### config.mk
export PLATFORM = sky130hd
export DESIGN_NAME = wb_ibex_ctrl
export DESIGN_NICKNAME = d
export VERILOG_FILES = /design/src/rtl/wb_ibex_ctrl.sv
export SDC_FILE = /design/constraint.sdc
export NUM_CORES = 1
export LEC_CHECK = 0
export CORE_MARGIN = 10
export CORE_UTILIZATION = 39
export DETAILED_ROUTE_END_ITERATION = 10
export PLACE_DENSITY = 0.85
export SYNTH_ARGS = -nofsm -noshare
export SYNTH_HDL_FRONTEND = slang
export SYNTH_SLANG_ARGS = --single-unit
### constraint.sdc
create_clock -name wb_clk_i -period 5 [get_ports wb_clk_i]
set_clock_uncertainty 0.05 [all_clocks]
set_input_delay 0.75 -clock wb_clk_i [delete_from_list [all_inputs] [get_ports wb_clk_i]]
set_output_delay 0.75 -clock wb_clk_i [all_outputs]
set_load 0.01 [all_outputs]
### src/rtl/wb_ibex_ctrl.sv
// Wishbone register window that loads ibex program memory and gates ibex reset/fetch.
// Latency: register access acks 1 cycle after the hit; MEM_DATA write acks >= 3 cycles after the hit.
// Backpressure: MEM_DATA writes stall the bus in MEMREQ until mem_gnt_i or the grant timeout.
//
// Ports: wb_clk_i/wb_rst_i clock and async active-high reset; wbs_* Wishbone slave;
//        io_in/io_out/io_oeb pads; mem_* program-memory write port; ibex_rst_ni/ibex_fetch_en_o core control.
module wb_ibex_ctrl #(
    parameter logic [31:0] BASE_ADR    = 32'h3000_0000,
    parameter int          MEM_AW      = 12,
    parameter int          GNT_TIMEOUT = 255
) (
    input  logic              wb_clk_i,
    input  logic              wb_rst_i,
    input  logic              wbs_cyc_i,
    input  logic              wbs_stb_i,
    input  logic              wbs_we_i,
    input  logic [3:0]        wbs_sel_i,
    input  logic [31:0]       wbs_adr_i,
    input  logic [31:0]       wbs_dat_i,
    output logic              wbs_ack_o,
    output logic [31:0]       wbs_dat_o,
    input  logic [37:0]       io_in,
    output logic [37:0]       io_out,
    output logic [37:0]       io_oeb,
    output logic              mem_req_o,
    output logic [MEM_AW-1:0] mem_addr_o,
    output logic [31:0]       mem_wdata_o,
    output logic [3:0]        mem_be_o,
    input  logic              mem_gnt_i,
    output logic              ibex_rst_ni,
    output logic              ibex_fetch_en_o
);

    localparam int CW = (GNT_TIMEOUT > 1) ? $clog2(GNT_TIMEOUT) : 1;

    typedef enum logic [1:0] {IDLE, MEMREQ, ACK} state_t;

    state_t            state;
    logic [15:0]       checkpoint;
    logic [1:0]        ctrl;
    logic [7:0]        io_meta;
    logic [7:0]        io_sync;
    logic [MEM_AW-1:0] mem_addr;
    logic              timeout_err;
    logic [CW-1:0]     wait_cnt;

    logic              busy;
    logic              hit;
    logic [2:0]        reg_sel;
    logic [31:0]       rdata;
    logic [31:0]       wr_val;
    logic              unused_ok;

    assign busy    = (state != IDLE);
    assign reg_sel = wbs_adr_i[4:2];
    // A hit is only taken in IDLE with ack low, so a strobe held through its
    // ack cycle is never decoded twice.
    assign hit = wbs_cyc_i & wbs_stb_i & (wbs_adr_i[31:5] == BASE_ADR[31:5])
               & (state == IDLE) & ~wbs_ack_o;

    always_comb begin
        rdata = '0;
        case (reg_sel)
            3'd0: rdata[15:0]       = checkpoint;
            3'd1: rdata[1:0]        = ctrl;
            3'd2: rdata[7:0]        = io_sync;
            3'd3: rdata[MEM_AW-1:0] = mem_addr;
            3'd5: rdata[1:0]        = {timeout_err, busy};
            default: rdata = '0;
        endcase
    end

    // Byte-select merge of the write data over the current register value;
    // each rw register takes its low bits from this.
    always_comb begin
        wr_val = rdata;
        for (int b = 0; b < 4; b++) begin
            if (wbs_sel_i[b]) begin
                wr_val[8*b +: 8] = wbs_dat_i[8*b +: 8];
            end
        end
    end

    always_ff @(posedge wb_clk_i or posedge wb_rst_i) begin
        if (wb_rst_i) begin
            state       <= IDLE;
            checkpoint  <= '0;
            ctrl        <= '0;
            io_meta     <= '0;
            io_sync     <= '0;
            mem_addr    <= '0;
            timeout_err <= 1'b0;
            wait_cnt    <= '0;
            wbs_ack_o   <= 1'b0;
            wbs_dat_o   <= '0;
            mem_req_o   <= 1'b0;
            mem_wdata_o <= '0;
            mem_be_o    <= '0;
        end else begin
            io_meta   <= io_in[7:0];
            io_sync   <= io_meta;
            wbs_ack_o <= 1'b0;
            wbs_dat_o <= '0;
            case (state)
                IDLE: begin
                    if (hit) begin
                        if (wbs_we_i && reg_sel == 3'd4) begin
                            state       <= MEMREQ;
                            mem_req_o   <= 1'b1;
                            mem_wdata_o <= wbs_dat_i;
                            mem_be_o    <= wbs_sel_i;
                            wait_cnt    <= '0;
                        end else begin
                            wbs_ack_o <= 1'b1;
                            wbs_dat_o <= rdata;
                            if (wbs_we_i) begin
                                case (reg_sel)
                                    3'd0: checkpoint <= wr_val[15:0];
                                    3'd1: ctrl       <= wr_val[1:0];
                                    3'd3: mem_addr   <= wr_val[MEM_AW-1:0];
                                    3'd5: if (wbs_sel_i[0] && wbs_dat_i[1]) timeout_err <= 1'b0;
                                    default: ;
                                endcase
                            end
                        end
                    end
                end
                MEMREQ: begin
                    // Grant takes priority over a timeout in the same cycle.
                    if (mem_gnt_i) begin
                        state     <= ACK;
                        mem_req_o <= 1'b0;
                        mem_addr  <= mem_addr + 1'b1;
                    end else if (wait_cnt == CW'(GNT_TIMEOUT - 1)) begin
                        state       <= ACK;
                        mem_req_o   <= 1'b0;
                        timeout_err <= 1'b1;
                    end else begin
                        wait_cnt <= wait_cnt + 1'b1;
                    end
                end
                ACK: begin
                    state     <= IDLE;
                    wbs_ack_o <= 1'b1;
                end
                default: state <= IDLE;
            endcase
        end
    end

    assign mem_addr_o      = mem_addr;
    assign io_out          = {6'b0, checkpoint, 16'b0};
    assign io_oeb          = {6'h3F, 16'h0000, 16'hFFFF};
    // Core is held in reset while a program-memory write is in flight.
    assign ibex_rst_ni     = ctrl[0] & ~busy;
    assign ibex_fetch_en_o = ibex_rst_ni & (ctrl[1] | io_sync[5]);

    assign unused_ok = ^{wbs_adr_i[1:0], io_in[37:8]};

endmodule

==> results.ini <==
[global_route]
antenna_found_initial = 0
grt_use_total = 0.1518
grt_pass1_wl_um = 24080
grt_pass1_vias = 4302
grt-ovfl-total = 0
grt_max_degree = 49

[synth]
synth_cell_type_count = 67
avgSynthCellArea_um2 = 11.36
seq_area_frac_synth = 0.4959
ys_warn_count = 0
synthArstFlopShare = 1.000
synth_seq_cells = 111
syn_area_um2 = 5602
synth-edff-count = 0
syn_inst = 493
synth_ff_type = dfrtp_1

[clock_network]
cts_hold_buf = 0
clk_pin_slew_ns = 0.07
cts_max_level = 3
cts_tree = done
clk_latency_ns = 0.36
clkSinkCount = 111
cts_max_path_buffers = 2
cts_buffers = 9
cts_root_buf = clkbuf_16
cts_setup_buffers = 0
ctsResizeCount = 0

[cells_and_area]
syn2layout_area_growth_pct = 31.49
drive_gt1_frac = 0.1363
antenna_cells = 0
fin_nets = 764

[setup_path]
worst-endpoint-required_ns = 5.21
critPathKind = primary input to register
reg2reg_slack_ns = 2.27
cp_max_fo = 16
r2r-start = wbs_ack_o
endpoint_kind = register
rr_endpoint = checkpoint[9]
r2r_cells = 4
worstPathArrival_ns = 3.46
critPathLaunchType = primary input

[die]
fp-row-count = 43
dieArea_um2 = 19560
fp.coreArea_um2 = 13990
start_util = 0.4004
dieWidth_um = 139.8
die_h_um = 139.8
num_io_pins = 272

[detailed_routing]
dr_wl_met2_um = 7563
drcViolationCount = 0
via_count = 4097
ant_nets = 0
met3RoutedLength_um = 1759
wl_per_cell_um = 18.51
drtIter0Drc = 191
first_pass_iters = 4
via_per_inst = 4.918
wl_met1_um = 5901
dr.max_layer_used = met4
wl_um = 15420

[worst_hold_path]
hold_path_class = register to register
hold_end = io_sync[3]
min_path_cells = 0
worstHoldStart = io_meta[3]

[place]
gp_congestion = 0.7902
port_buffers = 163
dp_hpwl_um = 11800
dpl_worst_slack_ns = 1.370

[sta]
finalHoldViolCount = 0
period_share = 0.6504
slew_viol_final = 0
rsz0062_at_grt = no
worst_pin_slew_ns = 1.037
fin_ws_ns = 1.748
fin_tns_setup_ns = 0
setup_violations = 0
fin_crit_ns = 3.252
fmax_ghz = 0.3075
max_slew_margin = 0.3035

[power_and_ir_drop]
power.leakage_uw = 0.003341
power.density_nw_per_um2 = 242.8
peakVddDrop_v = 0.0002003

[outcome]
status = complete, no violations

[job]
drv_cap = 0

## critical path, cell delays in order
cell and delay, ns:
clkdlybuf4s50_1 0.70, nand4bb_1 0.33, a2111oi_1 0.46, or3b_1 0.64
nand2_1 0.38, o2bb2a_4 0.20
## power by group
| part | leakage (uW) | total [uW] | internal [uW] | switching [uW] |
|---|---|---|---|---|
| logic | 0.00172 | 161 | 72.8 | 88.5 |
| clock network | 0.000134 | 722 | 388 | 333 |
| registers | 0.00149 | 905 | 903 | 1.78 |
| total | 0.00334 | 1790 | 1360 | 424 |
## final cells by class
cell class / count / area (um^2)
fill: 1265 / 6623
sequential: 111 / 2778
multi-input combinational: 346 / 2327
timing repair buffer: 170 / 1697
clock buffer: 9 / 225.2
tap: 180 / 225.2
clock inverter: 6 / 70.07
inverter: 11 / 43.79
## synth_stat cells, types with 3 or more instances
library cell  instances  area [um^2]
dfrtp_1             111         2778
buf_4                78        585.6
mux2_2               52        585.6
nor2_1               27        101.4
nand2_1              22        82.58
a21oi_1              15        75.07
nor3_1               14        70.07
mux2i_1              12        120.1
nand3_1              12        60.06
inv_1                11        41.29
o21ai_0              10        50.05
clkbuf_1              9        33.78
and3_1                8        50.05
o31ai_1               8        60.06
a22oi_1               7        52.55
buf_6                 7        78.83
nand4_1               7        43.79
a2bb2oi_1             6        52.55
nor4_1                5        31.28
o22ai_1               5        31.28
nand2b_1              4        25.02
and2_1                3        18.77
ha_1                  3        37.54
xor2_1                3        26.28
## metrics by stage
step,cells,total power [uW],hold slack [ns],util,instance area [um^2]
after CTS,833,1807,0.3015,0.5266,7366
final,833,1788,0.2983,0.5266,7366
after global placement,818,1079,0.2831,0.5055,7071
after floorplan,567,1042,0.2812,-,5879
after detailed placement,818,1081,0.2847,0.5055,7071
after global routing,833,1856,0.3048,0.5266,7366
## layout by cell type, fill, tap and decap left out, types with 2 or more instances in the layout
| master | netlist | routed |
|---|---|---|
| nand2_1 | 22 | 22 |
| nor3_1 | 14 | 14 |
| buf_4 | 78 | 6 |
| o2bb2ai_1 | 2 | 2 |
| o21a_1 | 2 | 2 |
| dfrtp_1 | 111 | 111 |
| clkdlybuf4s50_1 | 0 | 163 |
| inv_1 | 11 | 10 |
| a221oi_2 | 2 | 2 |
| o22ai_1 | 5 | 5 |
| o211ai_1 | 2 | 2 |
| and2_1 | 3 | 3 |
| or3_1 | 2 | 2 |
| and3_1 | 8 | 8 |
| mux2_2 | 52 | 52 |
| nand4_1 | 7 | 7 |
| conb_1 | 2 | 76 |
| mux2i_1 | 12 | 12 |
| nor3b_1 | 2 | 2 |
| a21oi_1 | 15 | 15 |
| xor2_1 | 3 | 3 |
| a22oi_1 | 7 | 7 |
| clkbuf_16 | 0 | 9 |
| clkinvlp_4 | 0 | 3 |
| o21ai_0 | 10 | 10 |
| nand3b_1 | 2 | 2 |
| nor4_1 | 5 | 5 |
| nor2_1 | 27 | 27 |
| a2bb2oi_1 | 6 | 6 |
| ha_1 | 3 | 3 |
| and4_1 | 2 | 2 |
| nand2b_1 | 4 | 4 |
| o31ai_1 | 8 | 8 |
| nand3_1 | 12 | 12 |
| mux2_1 | 2 | 2 |
## state kept, by name, summed over array words and instances, names as in the netlist
name	flops
io_sync	8
wbs_ack_o	1
checkpoint	16
mem_be_o	4
mem_wdata_o	32
wait_cnt	8
timeout_err	1
mem_req_o	1
io_meta	8
state	2
ctrl	2
mem_addr_o	12
wbs_dat_o	16
## cell families (layout without fill, tap and decap cells)
| family | Yosys count | in the layout | synth area share |
|---|---|---|---|
| AND/OR/NAND/NOR | 125 | 125 | 0.1275 |
| flip-flops | 111 | 111 | 0.4959 |
| buffers and inverters | 110 | 196 | 0.1383 |
| AO/OA/AOI/OAI | 72 | 72 | 0.09404 |
| multiplexers | 66 | 66 | 0.1300 |
| XOR/XNOR | 4 | 4 | 0.006255 |
| adder cells (fa/ha/maj) | 3 | 3 | 0.006702 |
| other | 2 | 76 | 0.001341 |
## worst max path at each step
stage,startpoint,endpoint
global route,wbs_adr_i[4],mem_addr_o[0]
finish,wbs_adr_i[4],mem_addr_o[5]
floorplan,wb_rst_i,checkpoint[0]
detailed placement,wbs_adr_i[4],mem_addr_o[5]
global placement,wbs_adr_i[4],mem_addr_o[5]
CTS,wbs_adr_i[4],mem_addr_o[5]
## layer usage
layer | vias to the layer above | track usage
met4 | 0 | 0.04185
met2 | 171 | 0.2447
met5 | - | 0
met1 | 2006 | 0.1731
li1 | 1907 | -
met3 | 13 | 0.07758
Power figures use the tool's default switching activity.
